<file path="src/rtl/fifo_ram_pkg.sv">
// rtl/fifo_ram_pkg.sv - shared sizes and grant encoding for the RAM-backed FIFO
package fifo_ram_pkg;
   localparam int DATA_W = 8;
   localparam int ADDR_W = 4;
   localparam int DEPTH  = 2 ** ADDR_W;

   // occupancy value meaning "full", sized like the count register
   localparam logic [ADDR_W:0] FULL_COUNT = (ADDR_W + 1)'(DEPTH);

   typedef enum logic [1:0] {
      GNT_NONE,
      GNT_PUSH,
      GNT_POP
   } gnt_e;
endpackage

</file>
<file path="src/rtl/fifo_ram_ctrl_if.sv">
// rtl/fifo_ram_ctrl_if.sv - push/pop requester bundle for the FIFO controller
interface fifo_ram_ctrl_if;
   logic                                  push;
   logic [fifo_ram_pkg::DATA_W-1:0]       push_data;
   logic                                  push_ready;
   logic                                  pop;
   logic                                  pop_ready;
   logic                                  pop_valid;
   logic [fifo_ram_pkg::DATA_W-1:0]       pop_data;
   logic                                  full;
   logic                                  empty;
   logic [fifo_ram_pkg::ADDR_W:0]         count;

   modport master (
      output push, push_data, pop,
      input  push_ready, pop_ready, pop_valid, pop_data, full, empty, count
   );

   modport slave (
      input  push, push_data, pop,
      output push_ready, pop_ready, pop_valid, pop_data, full, empty, count
   );
endinterface

</file>
<file path="src/rtl/rr_arb2.sv">
// rtl/rr_arb2.sv - two-way round-robin arbiter, bit 0 = push, bit 1 = pop
module rr_arb2 (
   input  logic       ck,
   input  logic       rst,
   input  logic [1:0] req,
   output logic [1:0] gnt
);
   // prio_q high means the pop side wins the next conflict
   logic prio_q;
   logic prio_d;

   // grant selection; priority only moves to the loser of a real conflict
   always_comb begin
      gnt    = 2'b00;
      prio_d = prio_q;
      case (req)
         2'b01: gnt = 2'b01;
         2'b10: gnt = 2'b10;
         2'b11: begin
            gnt    = prio_q ? 2'b10 : 2'b01;
            prio_d = ~prio_q;
         end
         default: gnt = 2'b00;
      endcase
   end

   // priority register, starts out favouring pop
   always_ff @(posedge ck or posedge rst) begin
      if (rst) prio_q <= 1'b1;
      else     prio_q <= prio_d;
   end
endmodule

</file>
<file path="src/rtl/fifo_ram_ctrl.sv">
// rtl/fifo_ram_ctrl.sv - FIFO controller driving a single-port synchronous RAM
module fifo_ram_ctrl
   import fifo_ram_pkg::*;
(
   input  logic              ck,
   input  logic              rst,
   fifo_ram_ctrl_if.slave    bus,
   output logic              ram_cs,
   output logic              ram_we,
   output logic [ADDR_W-1:0] ram_addr,
   output logic [DATA_W-1:0] ram_wdata,
   input  logic [DATA_W-1:0] ram_rdata
);
   logic [ADDR_W-1:0] wr_ptr_q, wr_ptr_d;
   logic [ADDR_W-1:0] rd_ptr_q, rd_ptr_d;
   logic [ADDR_W:0]   count_q, count_d;
   logic              pop_valid_q, pop_valid_d;

   logic              full_w;
   logic              empty_w;
   logic [1:0]        req_w;
   logic [1:0]        gnt_w;
   gnt_e              grant;

   assign full_w  = (count_q == FULL_COUNT);
   assign empty_w = (count_q == '0);

   // a push into a full FIFO or a pop from an empty one never competes for the port
   assign req_w = {bus.pop && !empty_w, bus.push && !full_w};

   rr_arb2 u_arb (
      .ck  (ck),
      .rst (rst),
      .req (req_w),
      .gnt (gnt_w)
   );

   // one-hot arbiter grant to the named grant value
   always_comb begin
      grant = GNT_NONE;
      if (gnt_w[0])      grant = GNT_PUSH;
      else if (gnt_w[1]) grant = GNT_POP;
   end

   // pointer, occupancy and read-valid advance for the granted operation
   always_comb begin
      wr_ptr_d    = wr_ptr_q;
      rd_ptr_d    = rd_ptr_q;
      count_d     = count_q;
      pop_valid_d = 1'b0;
      case (grant)
         GNT_PUSH: begin
            wr_ptr_d = wr_ptr_q + 1'b1;
            count_d  = count_q + 1'b1;
         end
         GNT_POP: begin
            rd_ptr_d    = rd_ptr_q + 1'b1;
            count_d     = count_q - 1'b1;
            pop_valid_d = 1'b1;
         end
         default: ;
      endcase
   end

   // RAM port drive and requester status; idle address/data just follow the write side
   always_comb begin
      ram_cs         = (grant != GNT_NONE);
      ram_we         = (grant == GNT_PUSH);
      ram_addr       = (grant == GNT_POP) ? rd_ptr_q : wr_ptr_q;
      ram_wdata      = bus.push_data;
      bus.push_ready = (grant == GNT_PUSH);
      bus.pop_ready  = (grant == GNT_POP);
      bus.pop_valid  = pop_valid_q;
      bus.pop_data   = ram_rdata;
      bus.full       = full_w;
      bus.empty      = empty_w;
      bus.count      = count_q;
   end

   // state registers; reset drops any in-flight read and abandons RAM contents
   always_ff @(posedge ck or posedge rst) begin
      if (rst) begin
         wr_ptr_q    <= '0;
         rd_ptr_q    <= '0;
         count_q     <= '0;
         pop_valid_q <= 1'b0;
      end else begin
         wr_ptr_q    <= wr_ptr_d;
         rd_ptr_q    <= rd_ptr_d;
         count_q     <= count_d;
         pop_valid_q <= pop_valid_d;
      end
   end
endmodule

</file>
<file path="src/flat_wrapper.sv">
// flat-port wrapper written by rule: the top's interface ports become plain ports
module fifo_ram_ctrl_flat import fifo_ram_pkg::*;
  (ck, rst, ram_cs, ram_we, ram_addr, ram_wdata, ram_rdata, bus_push, bus_push_data, bus_pop, bus_push_ready, bus_pop_ready, bus_pop_valid, bus_pop_data, bus_full, bus_empty, bus_count);
  fifo_ram_ctrl_if bus_i ();
  input  logic ck;
  input  logic rst;
  output logic ram_cs;
  output logic ram_we;
  output logic [ADDR_W-1:0] ram_addr;
  output logic [DATA_W-1:0] ram_wdata;
  input  logic [DATA_W-1:0] ram_rdata;
  input wire logic [$bits(bus_i.push)-1:0] bus_push;
  input wire logic [$bits(bus_i.push_data)-1:0] bus_push_data;
  input wire logic [$bits(bus_i.pop)-1:0] bus_pop;
  output wire logic [$bits(bus_i.push_ready)-1:0] bus_push_ready;
  output wire logic [$bits(bus_i.pop_ready)-1:0] bus_pop_ready;
  output wire logic [$bits(bus_i.pop_valid)-1:0] bus_pop_valid;
  output wire logic [$bits(bus_i.pop_data)-1:0] bus_pop_data;
  output wire logic [$bits(bus_i.full)-1:0] bus_full;
  output wire logic [$bits(bus_i.empty)-1:0] bus_empty;
  output wire logic [$bits(bus_i.count)-1:0] bus_count;
  assign bus_i.push = bus_push;
  assign bus_i.push_data = bus_push_data;
  assign bus_i.pop = bus_pop;
  assign bus_push_ready = bus_i.push_ready;
  assign bus_pop_ready = bus_i.pop_ready;
  assign bus_pop_valid = bus_i.pop_valid;
  assign bus_pop_data = bus_i.pop_data;
  assign bus_full = bus_i.full;
  assign bus_empty = bus_i.empty;
  assign bus_count = bus_i.count;
  fifo_ram_ctrl u_core (.ck(ck), .rst(rst), .bus(bus_i), .ram_cs(ram_cs), .ram_we(ram_we), .ram_addr(ram_addr), .ram_wdata(ram_wdata), .ram_rdata(ram_rdata));
endmodule
</file>
<file path="config.mk">
export PLATFORM = sky130hd
export DESIGN_NAME = fifo_ram_ctrl_flat
export DESIGN_NICKNAME = d
export VERILOG_FILES = /design/src/rtl/fifo_ram_pkg.sv /design/src/rtl/fifo_ram_ctrl_if.sv /design/src/rtl/rr_arb2.sv /design/src/rtl/fifo_ram_ctrl.sv /design/src/flat_wrapper.sv
export SDC_FILE = /design/constraint.sdc
export NUM_CORES = 1
export LEC_CHECK = 0
export BUFFER_PORTS_ARGS = -buffer_cell sky130_fd_sc_hd__buf_2
export CAP_MARGIN = 20
export CORE_AREA = 2 2 52 54
export CTS_CLUSTER_SIZE = 30
export DETAILED_ROUTE_END_ITERATION = 7
export DIE_AREA = 0 0 54 56
export PLACE_DENSITY = 0.71
export SETUP_SLACK_MARGIN = 0.4
export SLEW_MARGIN = 20
export SYNTH_ARGS = -nofsm -noshare
export SYNTH_HDL_FRONTEND = slang
export SYNTH_HIERARCHICAL = 1
export SYNTH_SLANG_ARGS = --single-unit
</file>
<file path="constraint.sdc">
create_clock -name ck -period 4.6 [get_ports ck]
set_clock_uncertainty 0.05 [all_clocks]
set_input_delay 0.92 -clock ck [delete_from_list [all_inputs] [get_ports ck]]
set_output_delay 0.92 -clock ck [all_outputs]
set_load 0.1 [all_outputs]
</file>
Word level (Yosys, flattened, before mapping)
Index checks and enable logic that the tools add are counted.
- word-level logic and storage cells: 30
- output and inout port bits: 32
- bits of input ports: 20
- flip-flop bits (word level): 15
- eq/ne operators: 6
- multiplexer cells: 7
- $add $sub $neg: 4
- reductions and logical operators: 7
- bitwise logic cells: 1
- operators by type and width (cell ; number):
    $pmux W5 S2 ; 1
    $add A4 B1 Y4 const B ; 2
    $eq A2 B2 Y1 const B ; 3
    $mux W2 ; 3
    $pmux W2 S3 ; 1
    $add A5 B1 Y5 const B ; 1
    $eq A5 B5 Y1 const B ; 1
    $logic_not A5 Y1 ; 1
    $sub A5 B1 Y5 const B ; 1
    $eq A2 B1 Y1 const B ; 2
    $mux W4 ; 1
    $reduce_bool A2 Y1 ; 2
    $logic_and A1 B1 Y1 ; 2
    $logic_not A1 Y1 ; 2
    $mux W1 ; 1
    $not A1 Y1 ; 1

Logic depth before layout (Yosys ltp)
- depth after elaboration: 9
- mapped depth: 11
- mapped depth without buffers: 10

Hierarchy
Netlist, hierarchy kept.
- by module, submodules not included (module ; sequential area each (um^2) ; area each (um^2) ; times used ; cells an instance):
    fifo_ram_ctrl ; 350.3 ; 878.3 ; 1 ; 86
    rr_arb2 ; 26.3 ; 61.3 ; 1 ; 7

Worst setup path before layout
No wires, ideal clock.
- path type: reg2out
- start point: register u_core.count_q[2], in the netlist u_core/bus.count[2]
- end point: output port ram_we
- arrival time: 3.851 ns
- slack: -0.221 ns
- path buffers: 3
- required time: 3.630 ns
- cell stages (with the launch flop): 8
- path through: dfrtp_1 > nor2_1 > and3b_1 > nor2b_1 > a21boi_0 > clkbuf_8 > clkbuf_1 > buf_4
- RTL lines (item ; line ; source):
    start, declared ; fifo_ram_ctrl.sv:16 ; logic [ADDR_W:0] count_q, count_d;
    start signal, assigned ; fifo_ram_ctrl.sv:90 ; count_q <= count_d;
    $logic_not A5 Y1 * ; fifo_ram_ctrl.sv:26 ; assign empty_w = (count_q == '0);
    net bus_empty ; flat_wrapper.sv:20 ; output wire logic [$bits(bus_i.empty)-1:0] bus_empty;
    $logic_not A1 Y1 * ; fifo_ram_ctrl.sv:29 ; assign req_w = {bus.pop && !empty_w, bus.push && !full_w};
    $logic_and A1 B1 Y1 * ; fifo_ram_ctrl.sv:29 ;
    net u_core.req_w[1] ; fifo_ram_ctrl.sv:21 ; logic [1:0] req_w;
    $eq A2 B2 Y1 or $eq A2 B1 Y1 (tied branches) ; rr_arb2.sv:16 ; case (req)
    $pmux W2 S3 * ; rr_arb2.sv:16 ;
    net u_core.gnt_w[0] ; fifo_ram_ctrl.sv:22 ; logic [1:0] gnt_w;
    $mux W2 * ; fifo_ram_ctrl.sv:41 ; if (gnt_w[0]) grant = GNT_PUSH;
    $eq A2 B1 Y1 * ; n/a ;
    end, declared ; flat_wrapper.sv:8 ; output logic ram_we;
Mark *: on every way through the listed nets, which the timed path passes. The rest lies on a longest branch.

Worst setup path in the final report
- start point: register u_core.count_q[1], in the netlist u_core/bus.count[1]
- end point: output port ram_addr[0]
- longest elaborated chain between the ends: 9
- RTL lines (item ; line ; source):
    $eq A5 B5 Y1 * ; fifo_ram_ctrl.sv:25 ; assign full_w = (count_q == FULL_COUNT);
    $logic_not A1 Y1 * ; fifo_ram_ctrl.sv:29 ;
    $logic_and A1 B1 Y1 * ; fifo_ram_ctrl.sv:29 ;
    net u_core.req_w[0] ; fifo_ram_ctrl.sv:21 ;
    $eq A2 B2 Y1 or $eq A2 B1 Y1 (tied branches) ; rr_arb2.sv:16 ;
    $pmux W2 S3 * ; rr_arb2.sv:16 ;
    $mux W2 ; fifo_ram_ctrl.sv:42 ; else if (gnt_w[1]) grant = GNT_POP;
    $mux W2 * ; fifo_ram_ctrl.sv:41 ;
    $eq A2 B2 Y1 * ; fifo_ram_ctrl.sv:69 ; ram_addr = (grant == GNT_POP) ? rd_ptr_q : wr_ptr_q;
    $mux W4 * ; fifo_ram_ctrl.sv:69 ;
    end, declared ; flat_wrapper.sv:9 ; output logic [ADDR_W-1:0] ram_addr;
Marks and branches as above.

==> reports/metrics.csv <==
metric;value;unit
slack_of_the_worst_reg_to_reg_path;1.84;ns
die_width;54;um
synth.net_count;116;
fp-row-count;18;
dr.pass1.iters;3;
drt-wirelength-per-cell;12.44;um
setup_ws;1.089;ns
critical_path_peak_fanout;12;
multi_input_area;399.1;um2
synth_seq_area_share;0.4008;
routed-via-count;590;
antenna_violating_nets_post_route;0;
timing.final.hold_violations;0;
design_area;0.001027;mm2
synth.yosys.warnings;6;
max_slew.worst_pin.slew;0.5535;ns
cts.sink_count;15;
detailed_place_hpwl;1227;um
cts.htree.levels;1;
grt_antenna_before_repair;0;
post_route_cells_drive_above_1_share;0.4124;
outcome;completed;
grt_pass1_vias;584;
netlist_area;939.7;um2
worst_hold_slack;0.4322;ns
worst_ep_arrival_time;2.54;ns
grt_setup_unrepaired;no;
fillCellCount;256;
tns;0;ns
layout.cells.most_common_list;sky130_fd_sc_hd__buf_2, sky130_fd_sc_hd__nand2_1, sky130_fd_sc_hd__xnor2_1;
floorplan.initialDensity;0.3863;
cts.hold.buffers_added;0;
wire_length_of_the_first_global_routing_pass;2401;um
cts_repair_resize_count;0;
sequential_cell_area;382.9;um2
worst_slew_margin_rel;0.6306;
final_nets;121;
timing.rr.end;u_core/bus.count[4]$_DFFE_PP0P_;
grt_max_degree;15;
antenna_cells;0;
cts-buffers-inserted;3;
critical_path.startpoint_type;flop;
clock_tree.buffer_depth;2;
syn_area_per_cell;10.10;um2
holdCritPathClass;flop to flop;
preCtsSetupSlack;1.129;ns
timing.final.max_slew_violations;0;
hp-start;u_core/wr_ptr_q[3]$_DFFE_PP0P_;
worstHoldEndpoint;u_core/wr_ptr_q[3]$_DFFE_PP0P_;
synth.lib_cells_used.distinct;26;
route.detailed.vias_per_inst;4.646;
cts.root.buffer_cell;sky130_fd_sc_hd__clkbuf_4;
placement.io_buffers;19;
setup.worst_path.class;flop to output pin;
r2r_cells;11;
core_region_area;0.002432;mm2
synth_cells;93;
maxClockFrequency;0.2848;GHz
whs_path_depth;1;
post_dp_cell_area;0.001001;mm2
grt_overflow_total;0;
die_area;0.003024;mm2
aggregate_routed_wire_length;1580;um
worst_skew_pair.late_latency;0.28;ns
grt_usage;0.1111;
drtIter0Drc;4;
ios;52;
final_common_cell;sky130_fd_sc_hd__buf_2;
gp_congestion;0.7199;
max_cap_viol_count;0;
cts_tree;yes;
regToRegStartpoint;u_core/bus.count[1]$_DFFE_PP0P_;
clk_pin_slew;0.09;ns
ys_seq_elements;15;
period_share;0.7634;
cp_data_required_time;3.63;ns
die-height;56;um
setup-violations-final;0;
remaining_drc_errors;0;
cts.repair_timing.setup_buffer_count;0;
timing.final.crit_period;3.511;ns
critical_path.endpoint_type;output pin;
synthToLayoutAreaGrowth;9.321;%
-- logic make-up (layout without fill, tap and decap cells) --
logic type | after synthesis | count (layout) | synth area share
AND/OR/NAND/NOR | 31 | 31 | 0.1811
buffers and inverters | 25 | 29 | 0.1864
flip-flops | 15 | 15 | 0.4008
XOR/XNOR | 12 | 12 | 0.1119
AO/OA/AOI/OAI | 5 | 5 | 0.05594
adder cells (fa/ha/maj) | 3 | 3 | 0.03995
multiplexers | 2 | 2 | 0.02397
-- flip-flops by register name, indices dropped and copies added, names as in the netlist --
register and cells:
u_core/bus.count 5, u_core/bus.pop_valid 1, u_core/wr_ptr_q 4, u_core/rd_ptr_q 4, u_core/u_arb/prio_q 1
-- cell type report --
type	instances	share of cell area
Multi-Input combinational cell	53	0.3885
Sequential cell	15	0.3727
Timing Repair Buffer	20	0.1583
Tap cell	30	0.03654
Clock buffer	4	0.02558
Inverter	5	0.01827
-- Yosys cell counts --
| master | instances | area (um2) |
|---|---|---|
| sky130_fd_sc_hd__nor2b_1 | 2 | 12.51 |
| sky130_fd_sc_hd__nand4_1 | 2 | 12.51 |
| sky130_fd_sc_hd__buf_6 | 1 | 11.26 |
| sky130_fd_sc_hd__a21boi_0 | 1 | 7.510 |
| sky130_fd_sc_hd__a21oi_1 | 2 | 10.01 |
| sky130_fd_sc_hd__inv_1 | 4 | 15.01 |
| sky130_fd_sc_hd__and4_1 | 1 | 8.760 |
| sky130_fd_sc_hd__nand4_2 | 1 | 12.51 |
| sky130_fd_sc_hd__dfrtp_1 | 14 | 350.3 |
| sky130_fd_sc_hd__xnor2_1 | 10 | 87.58 |
| sky130_fd_sc_hd__o41ai_4 | 1 | 27.53 |
| sky130_fd_sc_hd__and3b_1 | 1 | 8.760 |
| sky130_fd_sc_hd__and3_1 | 1 | 6.260 |
| sky130_fd_sc_hd__nand2_1 | 18 | 67.56 |
| sky130_fd_sc_hd__clkbuf_1 | 1 | 3.750 |
| sky130_fd_sc_hd__mux2_2 | 2 | 22.52 |
| sky130_fd_sc_hd__buf_4 | 17 | 127.6 |
| sky130_fd_sc_hd__inv_2 | 1 | 3.750 |
| sky130_fd_sc_hd__nor2_1 | 3 | 11.26 |
| sky130_fd_sc_hd__clkbuf_8 | 1 | 13.76 |
| sky130_fd_sc_hd__xor2_1 | 2 | 17.52 |
| sky130_fd_sc_hd__ha_1 | 3 | 37.54 |
| sky130_fd_sc_hd__nor4b_4 | 1 | 23.77 |
| sky130_fd_sc_hd__dfstp_2 | 1 | 26.28 |
| sky130_fd_sc_hd__a21boi_1 | 1 | 7.510 |
| sky130_fd_sc_hd__nand2b_1 | 1 | 6.260 |
-- worst max-delay path by stage --
stage	start	to	slack [ns]	cells past startpoint
after CTS	u_core/bus.count[1]$_DFFE_PP0P_	ram_addr[0]	1.07	10
after detailed placement	bus_pop	bus_pop_ready	1.13	7
after global routing	u_core/bus.count[1]$_DFFE_PP0P_	ram_addr[3]	0.87	10
after global placement	bus_push	ram_addr[0]	1.19	9
final	u_core/bus.count[1]$_DFFE_PP0P_	ram_addr[0]	1.09	10
after floorplan	u_core/bus.count[2]$_DFFE_PP0P_	ram_we	0.49	7
-- worst max-delay path, stage by stage, from the launching register on --
cell	delay [ns]
sky130_fd_sc_hd__dfrtp_2	0.48
sky130_fd_sc_hd__nor2_1	0.08
sky130_fd_sc_hd__and3_2	0.22
sky130_fd_sc_hd__nor2b_1	0.18
sky130_fd_sc_hd__a21boi_0	0.20
sky130_fd_sc_hd__buf_4	0.21
sky130_fd_sc_hd__nand2b_1	0.40
sky130_fd_sc_hd__inv_2	0.15
sky130_fd_sc_hd__nand2_1	0.12
sky130_fd_sc_hd__nand2_2	0.07
sky130_fd_sc_hd__buf_12	0.16
-- per-layer routing --
layer	track usage	wire length, um
met1	0.1137	641
met2	0.1707	767
met3	0.02151	105
met4	0.1214	65
met5	0	0
-- stage by stage --
step | utilization | std cells
after detailed placement | 0.4115 | 123
after floorplan | - | 93
final | 0.4223 | 127
after global routing | 0.4223 | 127
after global placement | 0.4115 | 123
after CTS | 0.4223 | 127
Power is left out: the tool's default activity adds up to more than one toggle a clock period on the data nets, which glitch-free logic cannot reach.
